--- config.mk ---
export PLATFORM = sky130hd
export DESIGN_NAME = fetch_unit
export DESIGN_NICKNAME = d
export VERILOG_FILES = /design/src/rtl/fetch_unit.sv
export SDC_FILE = /design/constraint.sdc
export NUM_CORES = 1
export LEC_CHECK = 0
export BUFFER_PORTS_ARGS = -buffer_cell sky130_fd_sc_hd__buf_2
export CAP_MARGIN = 0
export CORE_MARGIN = 3
export CORE_UTILIZATION = 49
export DETAILED_ROUTE_END_ITERATION = 6
export GPL_ROUTABILITY_DRIVEN = 0
export GPL_TIMING_DRIVEN = 1
export HOLD_SLACK_MARGIN = 0.02
export PLACE_DENSITY = 0.8
export SETUP_SLACK_MARGIN = 0.4
export SLEW_MARGIN = 15
export SYNTH_ARGS = -nofsm -noshare
export SYNTH_HDL_FRONTEND = slang
export SYNTH_SLANG_ARGS = --single-unit
export TNS_END_PERCENT = 1
--- constraint.sdc ---
create_clock -name clock -period 2.07 [get_ports clock]
set_input_delay 0.1035 -clock clock [delete_from_list [all_inputs] [get_ports clock]]
set_output_delay 0.1035 -clock clock [all_outputs]
set_load 0.01 [all_outputs]
--- src/rtl/fetch_unit.sv ---
// Instruction fetch stage: owns the PC, primes and drives the ROM address and holds IF/ID.
// Optional build macro DELAY_SLOT_EN: an accepted redirect still captures the delay-slot word.
module fetch_unit #(
  parameter logic [31:0] RESET_PC   = 32'h0000_0000,
  parameter int unsigned ADDR_WIDTH = 8
) (
  input  logic        clock,
  input  logic        reset,
  output logic [31:0] rom_addr,
  input  logic [31:0] rom_data,
  output logic        id_valid,
  input  logic        id_ready,
  output logic [31:0] id_inst,
  output logic [31:0] id_pc,
  output logic [31:0] id_pc_plus4,
  input  logic        redirect_valid,
  input  logic [31:0] redirect_target,
  output logic        fault
);

  typedef enum logic [1:0] {
    StBoot,
    StRun,
    StFault
  } state_e;

  state_e      state_q, state_d;
  logic [31:0] pc_q, pc_d;
  logic [31:0] inst_q, inst_d;
  logic [31:0] id_pc_q, id_pc_d;
  logic [31:0] plus4_q, plus4_d;
  logic        valid_q, valid_d;
  logic        fault_q, fault_d;

  logic [31:0] pc_plus4;
  logic        slot_free;
  logic        pc_oob;
  logic        redirect_acc;
  logic        target_misaligned;

  assign pc_plus4          = pc_q + 32'd4;
  assign slot_free         = !valid_q || id_ready;
  // Any address bit above the ROM word range marks the PC as outside the fetch window.
  assign pc_oob            = (pc_q >> (ADDR_WIDTH + 2)) != 32'd0;
  assign redirect_acc      = redirect_valid && valid_q && id_ready;
  assign target_misaligned = redirect_target[1:0] != 2'b00;

  // BOOT presents a different address than RUN so the ROM re-evaluates after reset drops.
  always_comb begin
    rom_addr = pc_q;
    if (state_q == StBoot) begin
      rom_addr = RESET_PC + 32'd4;
    end
  end

  always_comb begin
    state_d = state_q;
    pc_d    = pc_q;
    inst_d  = inst_q;
    id_pc_d = id_pc_q;
    plus4_d = plus4_q;
    valid_d = valid_q;
    fault_d = fault_q;

    unique case (state_q)
      StBoot: begin
        state_d = StRun;
      end

      StRun: begin
        if (slot_free && pc_oob) begin
          state_d = StFault;
          fault_d = 1'b1;
          valid_d = 1'b0;
        end else if (redirect_acc && target_misaligned) begin
          state_d = StFault;
          fault_d = 1'b1;
          valid_d = 1'b0;
        end else if (redirect_acc) begin
          pc_d = redirect_target;
`ifdef DELAY_SLOT_EN
          inst_d  = rom_data;
          id_pc_d = pc_q;
          plus4_d = pc_plus4;
          valid_d = 1'b1;
`else
          valid_d = 1'b0;
`endif
        end else if (slot_free) begin
          inst_d  = rom_data;
          id_pc_d = pc_q;
          plus4_d = pc_plus4;
          valid_d = 1'b1;
          pc_d    = pc_plus4;
        end
      end

      StFault: begin
        valid_d = 1'b0;
        fault_d = 1'b1;
      end

      default: begin
        state_d = StBoot;
      end
    endcase
  end

  always_ff @(posedge clock) begin
    if (reset) begin
      state_q <= StBoot;
      pc_q    <= RESET_PC;
      inst_q  <= 32'd0;
      id_pc_q <= 32'd0;
      plus4_q <= 32'd0;
      valid_q <= 1'b0;
      fault_q <= 1'b0;
    end else begin
      state_q <= state_d;
      pc_q    <= pc_d;
      inst_q  <= inst_d;
      id_pc_q <= id_pc_d;
      plus4_q <= plus4_d;
      valid_q <= valid_d;
      fault_q <= fault_d;
    end
  end

  assign id_valid    = valid_q;
  assign id_inst     = inst_q;
  assign id_pc       = id_pc_q;
  assign id_pc_plus4 = plus4_q;
  assign fault       = fault_q;

  // A redirect is only meaningful alongside the handshake that retires the branch.
  redirect_legal_a: assert property (@(posedge clock) disable iff (reset || (state_q != StRun))
    redirect_valid |-> (valid_q && id_ready));

endmodule

---- Word-level counts from Yosys, hierarchy flattened ----
Cells that the tools add are included.
cells by class
  add/sub/neg operators ................... 1
  reductions and logical operators ........ 16
  equality and inequality tests ........... 4
  multiplexer cells ....................... 14
  bitwise logic cells ..................... 4
operators by type and width
  kind                                                             number
  32-bit 2-to-1 mux                                                3
  32-bit by 3-bit adder with 32-bit output, second input constant  1
  32-bit nonzero test                                              1
  1-bit 2-to-1 mux                                                 6
  2-bit case mux with 3 select lines                               1
  2-bit AND reduction                                              3
  2-bit nonzero test                                               3
  5-bit != test, second input constant                             1
  5-bit AND reduction                                              1
  1-bit logical AND                                                4
  2-bit 2-to-1 mux                                                 2
  1-bit inverter                                                   4
  1-bit case mux with 2 select lines                               2
  4-bit AND reduction                                              1
  3-bit != test, second input constant                             1
  2-bit by 1-bit == test with 1-bit output, second input constant  1
  2-bit == test, second input constant                             1
  2-bit logical NOT                                                1
  1-bit logical NOT                                                1
  1-bit logical OR                                                 1
storage, ports and cells
  bits in registers ....................... 132
  input bits .............................. 68
  word-level logic and storage cells ...... 46
  output and inout bits ................... 130

---- Longest topological paths before layout ----
Gate-level depths: netlist of run 1.
  depth after elaboration ................. 7
  mapped depth ............................ 7
  mapped depth without buffers ............ 5

---- Worst setup path after synthesis of run 1 ----
Ideal clock, no wire load.
  kind .................................... register to register
  from .................................... register pc_q[27]
  to ...................................... register pc_q[6]
  buffers on the path ..................... 1
  library setup time ...................... 0.088 ns
  path slack .............................. 0.185 ns
  arrival ................................. 1.797 ns
  data required time ...................... 1.982 ns
  cell stages (with the launch flop) ...... 6
  clock period less this slack ............ 1.885 ns
  cell sequence ........................... dfxtp_1 -> nor4_1 -> nand4_2 -> buf_6 -> or4_4 -> o32ai_2
between the ends
  longest elaborated chain between the ends .. 4
RTL lines
  what                           RTL line  source
  from (decl)                    28        logic [31:0] pc_q, pc_d;
  from (signal assigned)         120       pc_q <= pc_d;
  32-bit nonzero test            44        assign pc_oob = (pc_q >> (ADDR_WIDTH + 2)) != 32'd0;
  1-bit logical AND              71        if (slot_free && pc_oob) begin
  1-bit inverter (no line)       n/a
  4-bit AND reduction (no line)  n/a
Every way passes these cells.
A chain may end at the register's enable or synchronous reset.

---- Worst setup path in the final report of run 1 ----
  from .................................... register state_q[0]
  to ...................................... register pc_q[6]
between the ends
  longest elaborated chain between the ends .. 2
RTL lines
  what                                      RTL line  source
  from (decl)                               27        state_e state_q, state_d;
  from (signal assigned)                    111       state_q <= StBoot;
  from (signal assigned)                    119       state_q <= state_d;
  2-bit by 1-bit == test with 1-bit output  65        unique case (state_q)
  4-bit AND reduction (no line)             n/a
Every way passes these cells.

==> impl_metrics.json, run 1 <==
{
  "status": "complete, no violations",
  "cts_tree": "yes",
  "vias": 5712,
  "start_util": 0.506,
  "worstSetupStartpoint": "state_q[0]",
  "seq_area_frac_synth": 0.496,
  "antenna_left": 0,
  "cts.clk_slew.worst_paths_ns": 0.07,
  "switchingPower_w": 0.00382,
  "synthArstFlopShare": 0,
  "cts-root-buf": "clkbuf_8",
  "hold_violations": 0,
  "sw_frac_of_total": 0.389,
  "power_leakage_nw": 3.54,
  "multi_input_area_mm2": 0.00262,
  "maxCapViolCount": 0,
  "core_mm2": 0.0104,
  "track_usage": 0.278,
  "synth_adder_area_share": 0.00238,
  "netlist_area_mm2": 0.00525,
  "clkLatencyLatePin_ns": 0.52,
  "period_needed_ns": 1.89,
  "grt_pass1_vias": 5258,
  "die_width_um": 110,
  "whs_ns": 0.0250,
  "antenna_found_initial": 0,
  "synth_top_family_by_area": "simple AND/OR/NAND/NOR gates",
  "synth-xor-area-share": 0.00500,
  "r2r_start": "state_q[0]",
  "synth_cells": 602,
  "worstPathArrival_ns": 2.31,
  "reg2regPathDepth": 5,
  "dr.pass1.iters": 5,
  "crit_path_end": "pc_q[6]",
  "yosysMostFrequentCell": "dfxtp_1",
  "yosysWarnings": 0,
  "avgViaCountPerCell": 5.67,
  "path_depth": 5,
  "min_path_type": "in2reg",
  "yosys-top-cells-count": "dfxtp_1, and2_1, a21oi_1",
  "setup_tns_ns": 0,
  "maxSlewHeadroom": 0.560,
  "synthFlopType": "dfxtp_1",
  "synth.distinct_cells": 49,
  "r2r_end": "pc_q[6]",
  "clock-skew-final_ns": 0.0154,
  "max-clock-path-buffers": 2,
  "drc": 0,
  "peakVddDrop_mv": 0.774,
  "crit_family": "simple AND/OR/NAND/NOR gates",
  "power_density_mw_per_mm2": 1220,
  "critPathLaunchType": "flop",
  "fmax_mhz": 530,
  "gr-total-overflow": 0,
  "worstPathBufferInverterCount": 1,
  "diodes": 0,
  "synth-simple-area-share": 0.246,
  "cp.required_ns": 2.49,
  "pwr-share-clk": 0.292,
  "report.final.setup_viol": 0,
  "cts.sinks": 130,
  "wirelength_um": 18300,
  "synth_top_area_share": 0.496,
  "first_iter_violations": 638,
  "pre_cts_ws_ns": 0.0308,
  "io_buffers": 197,
  "ios": 198,
  "drive_above_1_share": 0.363,
  "n_fill_cell": 690,
  "cp_slowest_cell": "or4_4",
  "power_w": 0.00983,
  "die_h_um": 110,
  "yosys-top-cells-area": "dfxtp_1, and2_1, a21oi_1, nand3_1, o21ai_0",
  "dieArea_mm2": 0.0120,
  "pwr-share-seq": 0.310,
  "cts_max_level": 4,
  "synth_area_leader_cell": "dfxtp_1",
  "wl_per_cell_um": 18.1,
  "grt_max_degree": 53,
  "combPwrFrac": 0.398,
  "rsz0062_at_grt": "true",
  "cp_slowest_stage_delay_ns": 0.53,
  "reg2reg_setup_slack_ns": 0.18,
  "tightest_slew_ns": 0.660,
  "grt_pass1_wl_um": 26400,
  "critical_path.endpoint_type": "flop",
  "ys_ff_latch": 130,
  "syn_to_final_growth_pct": 53.5,
  "min_period_over_period": 0.912,
  "synth_compound_area_frac": 0.190,
  "path_cells": "nor2b_2 -> buf_4 -> nand3_2 -> or4_4 -> o32ai_2",
  "numCtsBuffers": 17,
  "p_int_w": 0.00600,
  "nets": 927,
  "critPathMaxFanout": 6,
  "seqCellArea_mm2": 0.00261,
  "slew_violations": 0,
  "dp_hpwl_um": 10400,
  "syn_nets": 671,
  "muxShareOfSynthArea": 0.00596,
  "critPathKind": "reg2reg",
  "rows": 37,
  "synth_edf_count": 0,
  "avgSynthCellArea_um2": 8.72,
  "setup_slack_ns": 0.183
}
metrics by stage:
| stage | instances | cell area, um^2 | utilization |
|---|---|---|---|
| floorplan | 602 | 5300 | - |
| global placement | 898 | 6410 | 0.618 |
| detailed placement | 898 | 6410 | 0.618 |
| CTS | 992 | 7760 | 0.749 |
| global route | 1007 | 8060 | 0.777 |
| finish | 1007 | 8060 | 0.777 |
routing by layer:
layer	vias up	global-route usage	wire [um]
met3	36	0.0816	1720
met5	-	0	0
li1	2655	-	-
met4	0	0.105	411
met2	341	0.459	8990
met1	2680	0.344	7150
cell usage in the layout (no fill, tap or decap), drive strengths merged, types with 2 or more instances in the layout:
master | netlist | final
buf | 11 | 237
dfxtp | 130 | 130
and2 | 63 | 63
a21oi | 61 | 62
dlygate4sd3 | 0 | 55
nand3 | 53 | 53
o21ai | 50 | 50
nor2 | 35 | 35
nor2b | 25 | 25
inv | 13 | 23
clkbuf | 47 | 19
a41oi | 17 | 17
nor4 | 11 | 11
nor3 | 10 | 10
nand2 | 9 | 9
nand4 | 7 | 7
nand2b | 6 | 6
o211ai | 5 | 5
o32ai | 5 | 5
o21a | 4 | 4
o22ai | 4 | 4
o2111ai | 4 | 4
nor3b | 3 | 3
a31oi | 3 | 3
clkinv | 0 | 3
xnor2 | 2 | 2
a211oi | 2 | 2
mux2i | 2 | 2
clkinvlp | 0 | 2
and4 | 2 | 2
and3 | 2 | 2
o31ai | 2 | 2
worst reg2reg max path, delay by kind of cell, from the launching register on:
family,cells,cell delay (ns)
AO/OA/AOI/OAI,1,0.30
buffers and inverters,1,0.20
flip-flops,1,0.38
AND/OR/NAND/NOR,3,0.94
worst min path at each step:
| stage | slack, ns | cells after the start | start | to |
|---|---|---|---|---|
| final | 0.02 | 4 | redirect_target[25] | pc_q[25] |
| after CTS | 0.03 | 4 | redirect_target[20] | pc_q[20] |
| after floorplan | 0.26 | 2 | rom_data[0] | id_inst[0] |
| after detailed placement | 0.37 | 3 | rom_data[4] | id_inst[4] |
| after global placement | 0.36 | 3 | rom_data[18] | id_inst[18] |
| after global routing | 0.05 | 4 | redirect_target[25] | pc_q[25] |
layout make-up:
type,count,area share
multi-input combinational,402,0.325
sequential,130,0.324
timing repair buffer,294,0.252
clock buffer,17,0.0514
tap,136,0.0211
clock inverter,15,0.0197
inverter,13,0.00606
repair_timing:
action | in CTS | in global routing
hold buffers | 55 | 0
endpoints found under the hold margin | 54 | 0
pin swaps | 5 | 10
setup buffers | 5 | 12
gates cloned | 2 | 3
setup endpoints to repair | 155 | 156
gates resized for setup | 27 | 60
state kept, by name (all words and copies together) (netlist names):
signal and flops:
state_q 2, id_pc 32, pc_q 32, id_valid 1
id_pc_plus4 30, id_inst 32, fault 1
power by group through the flow:
| stage | clock network [W] | registers, W | logic [W] |
|---|---|---|---|
| 4_1_cts | 0.00287 | 0.00302 | 0.00322 |
| 2_1_floorplan | 0 | 0.00316 | 0.00163 |
| 5_1_grt | 0.00300 | 0.00307 | 0.00416 |
| 3_5_place_dp | 0 | 0.00307 | 0.00266 |
| 3_3_place_gp | 0 | 0.00305 | 0.00260 |
| 6_report | 0.00287 | 0.00304 | 0.00391 |
kinds of logic after synthesis:
group	after synthesis
mux	3
simple gates	230
buf+inv	71
compound gates	164
flops	130
xor+xnor	3
fa+ha+maj	1
(Power assumes the default switching activity.)
==> inputs of run 2 (changes only) <==
--- a/config.mk
+++ b/config.mk
@@ -13,8 +13,9 @@
 export GPL_ROUTABILITY_DRIVEN = 0
 export GPL_TIMING_DRIVEN = 1
 export HOLD_SLACK_MARGIN = 0.02
-export PLACE_DENSITY = 0.8
+export PLACE_DENSITY_LB_ADDON = 0.25
 export SETUP_SLACK_MARGIN = 0.4
+export SKIP_LAST_GASP = 1
 export SLEW_MARGIN = 15
 export SYNTH_ARGS = -nofsm -noshare
 export SYNTH_HDL_FRONTEND = slang
==> run 2 against run 1 <==
Worst setup slack better by 0.054 ns. First-iteration DRC count fell by 12%. Clock power about the same. Die area is the same. Cell area is 0.51% lower. Largest cell class is now registers. Sequential power hardly changed.
==> impl_metrics.json, run 2 (synthesis results as in run 1) <==
{
  "status": "complete, no violations",
  "maxCapViolCount": 0,
  "slew_violations": 0,
  "place_area_mm2": 0.00646,
  "critPathLaunchType": "flop",
  "cts.clk_slew.worst_paths_ns": 0.07,
  "crit_family": "simple AND/OR/NAND/NOR gates",
  "n_fill_cell": 753,
  "cp.required_ns": 2.49,
  "path_cells": "nor4_4 -> and4_4 -> buf_12 -> nand3_1 -> o32ai_2",
  "worstPathArrival_ns": 2.26,
  "wl_met1_um": 7160,
  "max-clock-path-buffers": 2,
  "antenna_found_initial": 0,
  "numCtsBuffers": 17,
  "critPathKind": "reg2reg",
  "dr.pass1.iters": 5,
  "vias": 5682,
  "fmax_mhz": 545,
  "worstPathBufferInverterCount": 1,
  "maxSlewHeadroom": 0.591,
  "wl_per_cell_um": 17.9,
  "layout_common_cells": "buf_2, dfxtp_1, and2_1",
  "routed.top_layer": "met4",
  "first_iter_violations": 562,
  "critical_path.endpoint_type": "flop",
  "grt_pass1_vias": 5588,
  "nets": 931,
  "period_needed_ns": 1.83,
  "rsz0062_at_grt": "true",
  "track_usage": 0.294,
  "syn_to_final_growth_pct": 52.7,
  "gr-total-overflow": 0,
  "power_density_mw_per_mm2": 1210,
  "cts.sinks": 130,
  "finalInstanceArea_mm2": 0.00802,
  "min_period_over_period": 0.886,
  "diodes": 0,
  "clock-skew-final_ns": 0.0128,
  "io_buffers": 197,
  "wl_met2_um": 8930,
  "min_path_type": "in2reg",
  "grt_max_degree": 60,
  "cts_tree": "yes",
  "report.final.setup_viol": 0,
  "drive_above_1_share": 0.343,
  "hold_violations": 0,
  "cts_max_level": 4,
  "route.met3.wl_um": 1510,
  "wirelength_um": 18100,
  "grt_pass1_wl_um": 27700,
  "power_leakage_nw": 3.56,
  "tightest_slew_ns": 0.613,
  "multi_input_area_mm2": 0.00252,
  "avgViaCountPerCell": 5.62,
  "dieArea_mm2": 0.0120,
  "core_mm2": 0.0104,
  "die_width_um": 110,
  "cp_slowest_stage_delay_ns": 0.36,
  "seqCellArea_mm2": 0.00261,
  "clkLatencyLatePin_ns": 0.53,
  "die_h_um": 110,
  "ios": 198,
  "rows": 37,
  "antenna_left": 0,
  "peakVddDrop_mv": 0.834,
  "cts-root-buf": "clkbuf_8",
  "dp_hpwl_um": 10300,
  "drc": 0,
  "cp_slowest_cell": "nor4_4",
  "final_common_cell": "buf_2",
  "setup_tns_ns": 0,
  "critPathMaxFanout": 19,
  "start_util": 0.506
}
[run 2: cell count changes in the layout (fill, tap and decap cells not counted), sizes merged]
cell	before	now
clkinv	3	4
dlygate4sd3	55	60
clkbuf	19	21
buf	237	234
inv	23	22
[run 2: path summary, 6_finish.rpt]
check | startpoint | to | cells after the start | slack (ns)
worst max-delay path | pc_q[22] | pc_q[9] | 5 | 0.24
worst min-delay path | redirect_target[13] | pc_q[13] | 4 | 0.04
worst max register to register | pc_q[22] | pc_q[9] | 5 | 0.24
worst min register to register | id_pc_plus4[26] | id_pc_plus4[26] | 1 | 0.46
[run 2: where the power goes]
part           switching, W  internal [W]
Combinational       0.00217       0.00159
Clock               0.00131       0.00155
Sequential         0.000232       0.00282
Total               0.00371       0.00596
[run 2: stage by stage]
stage | std cells | power [W] | setup slack, ns | util | hold WS, ns
after floorplan | 602 | 0.00479 | 0.308 | - | 0.255
after global placement | 902 | 0.00571 | 0.110 | 0.623 | 0.362
after detailed placement | 902 | 0.00578 | -0.0449 | 0.623 | 0.368
after CTS | 1005 | 0.00923 | 0.320 | 0.758 | 0.0434
after global routing | 1011 | 0.0101 | 0.186 | 0.773 | 0.0816
final | 1011 | 0.00967 | 0.237 | 0.773 | 0.0434
[run 2: repair_timing]
| action | in CTS | in global routing |
|---|---|---|
| resized for setup | 22 | 15 |
| hold buffers | 60 | 0 |
| pin swaps | 8 | 4 |
| cloned | 3 | 3 |
| endpoints found under the setup margin | 153 | 154 |
| endpoints found under the hold margin | 59 | 0 |
| buffers inserted | 8 | 3 |
[run 2: layout make-up]
cell class                      count  area share
Sequential cell                   130       0.326
Multi-Input combinational cell    402       0.314
Timing Repair Buffer              298       0.261
Clock buffer                       17      0.0517
Tap cell                          136      0.0212
Clock inverter                     15      0.0201
Inverter                           13     0.00609
[run 2: tightest hold or removal path, delay by kind of cell]
kind / cells / cell delay (ns)
AOI/OAI and AO/OA: 2 / 0.25
buffers and inverters: 1 / 0.08
and+or+nand+nor: 1 / 0.11
[run 2: routing by layer]
layer,track usage,vias to the layer above
li1,-,2662
met4,0.126,0
met2,0.489,287
met1,0.357,2697
met5,0,-
met3,0.0822,36
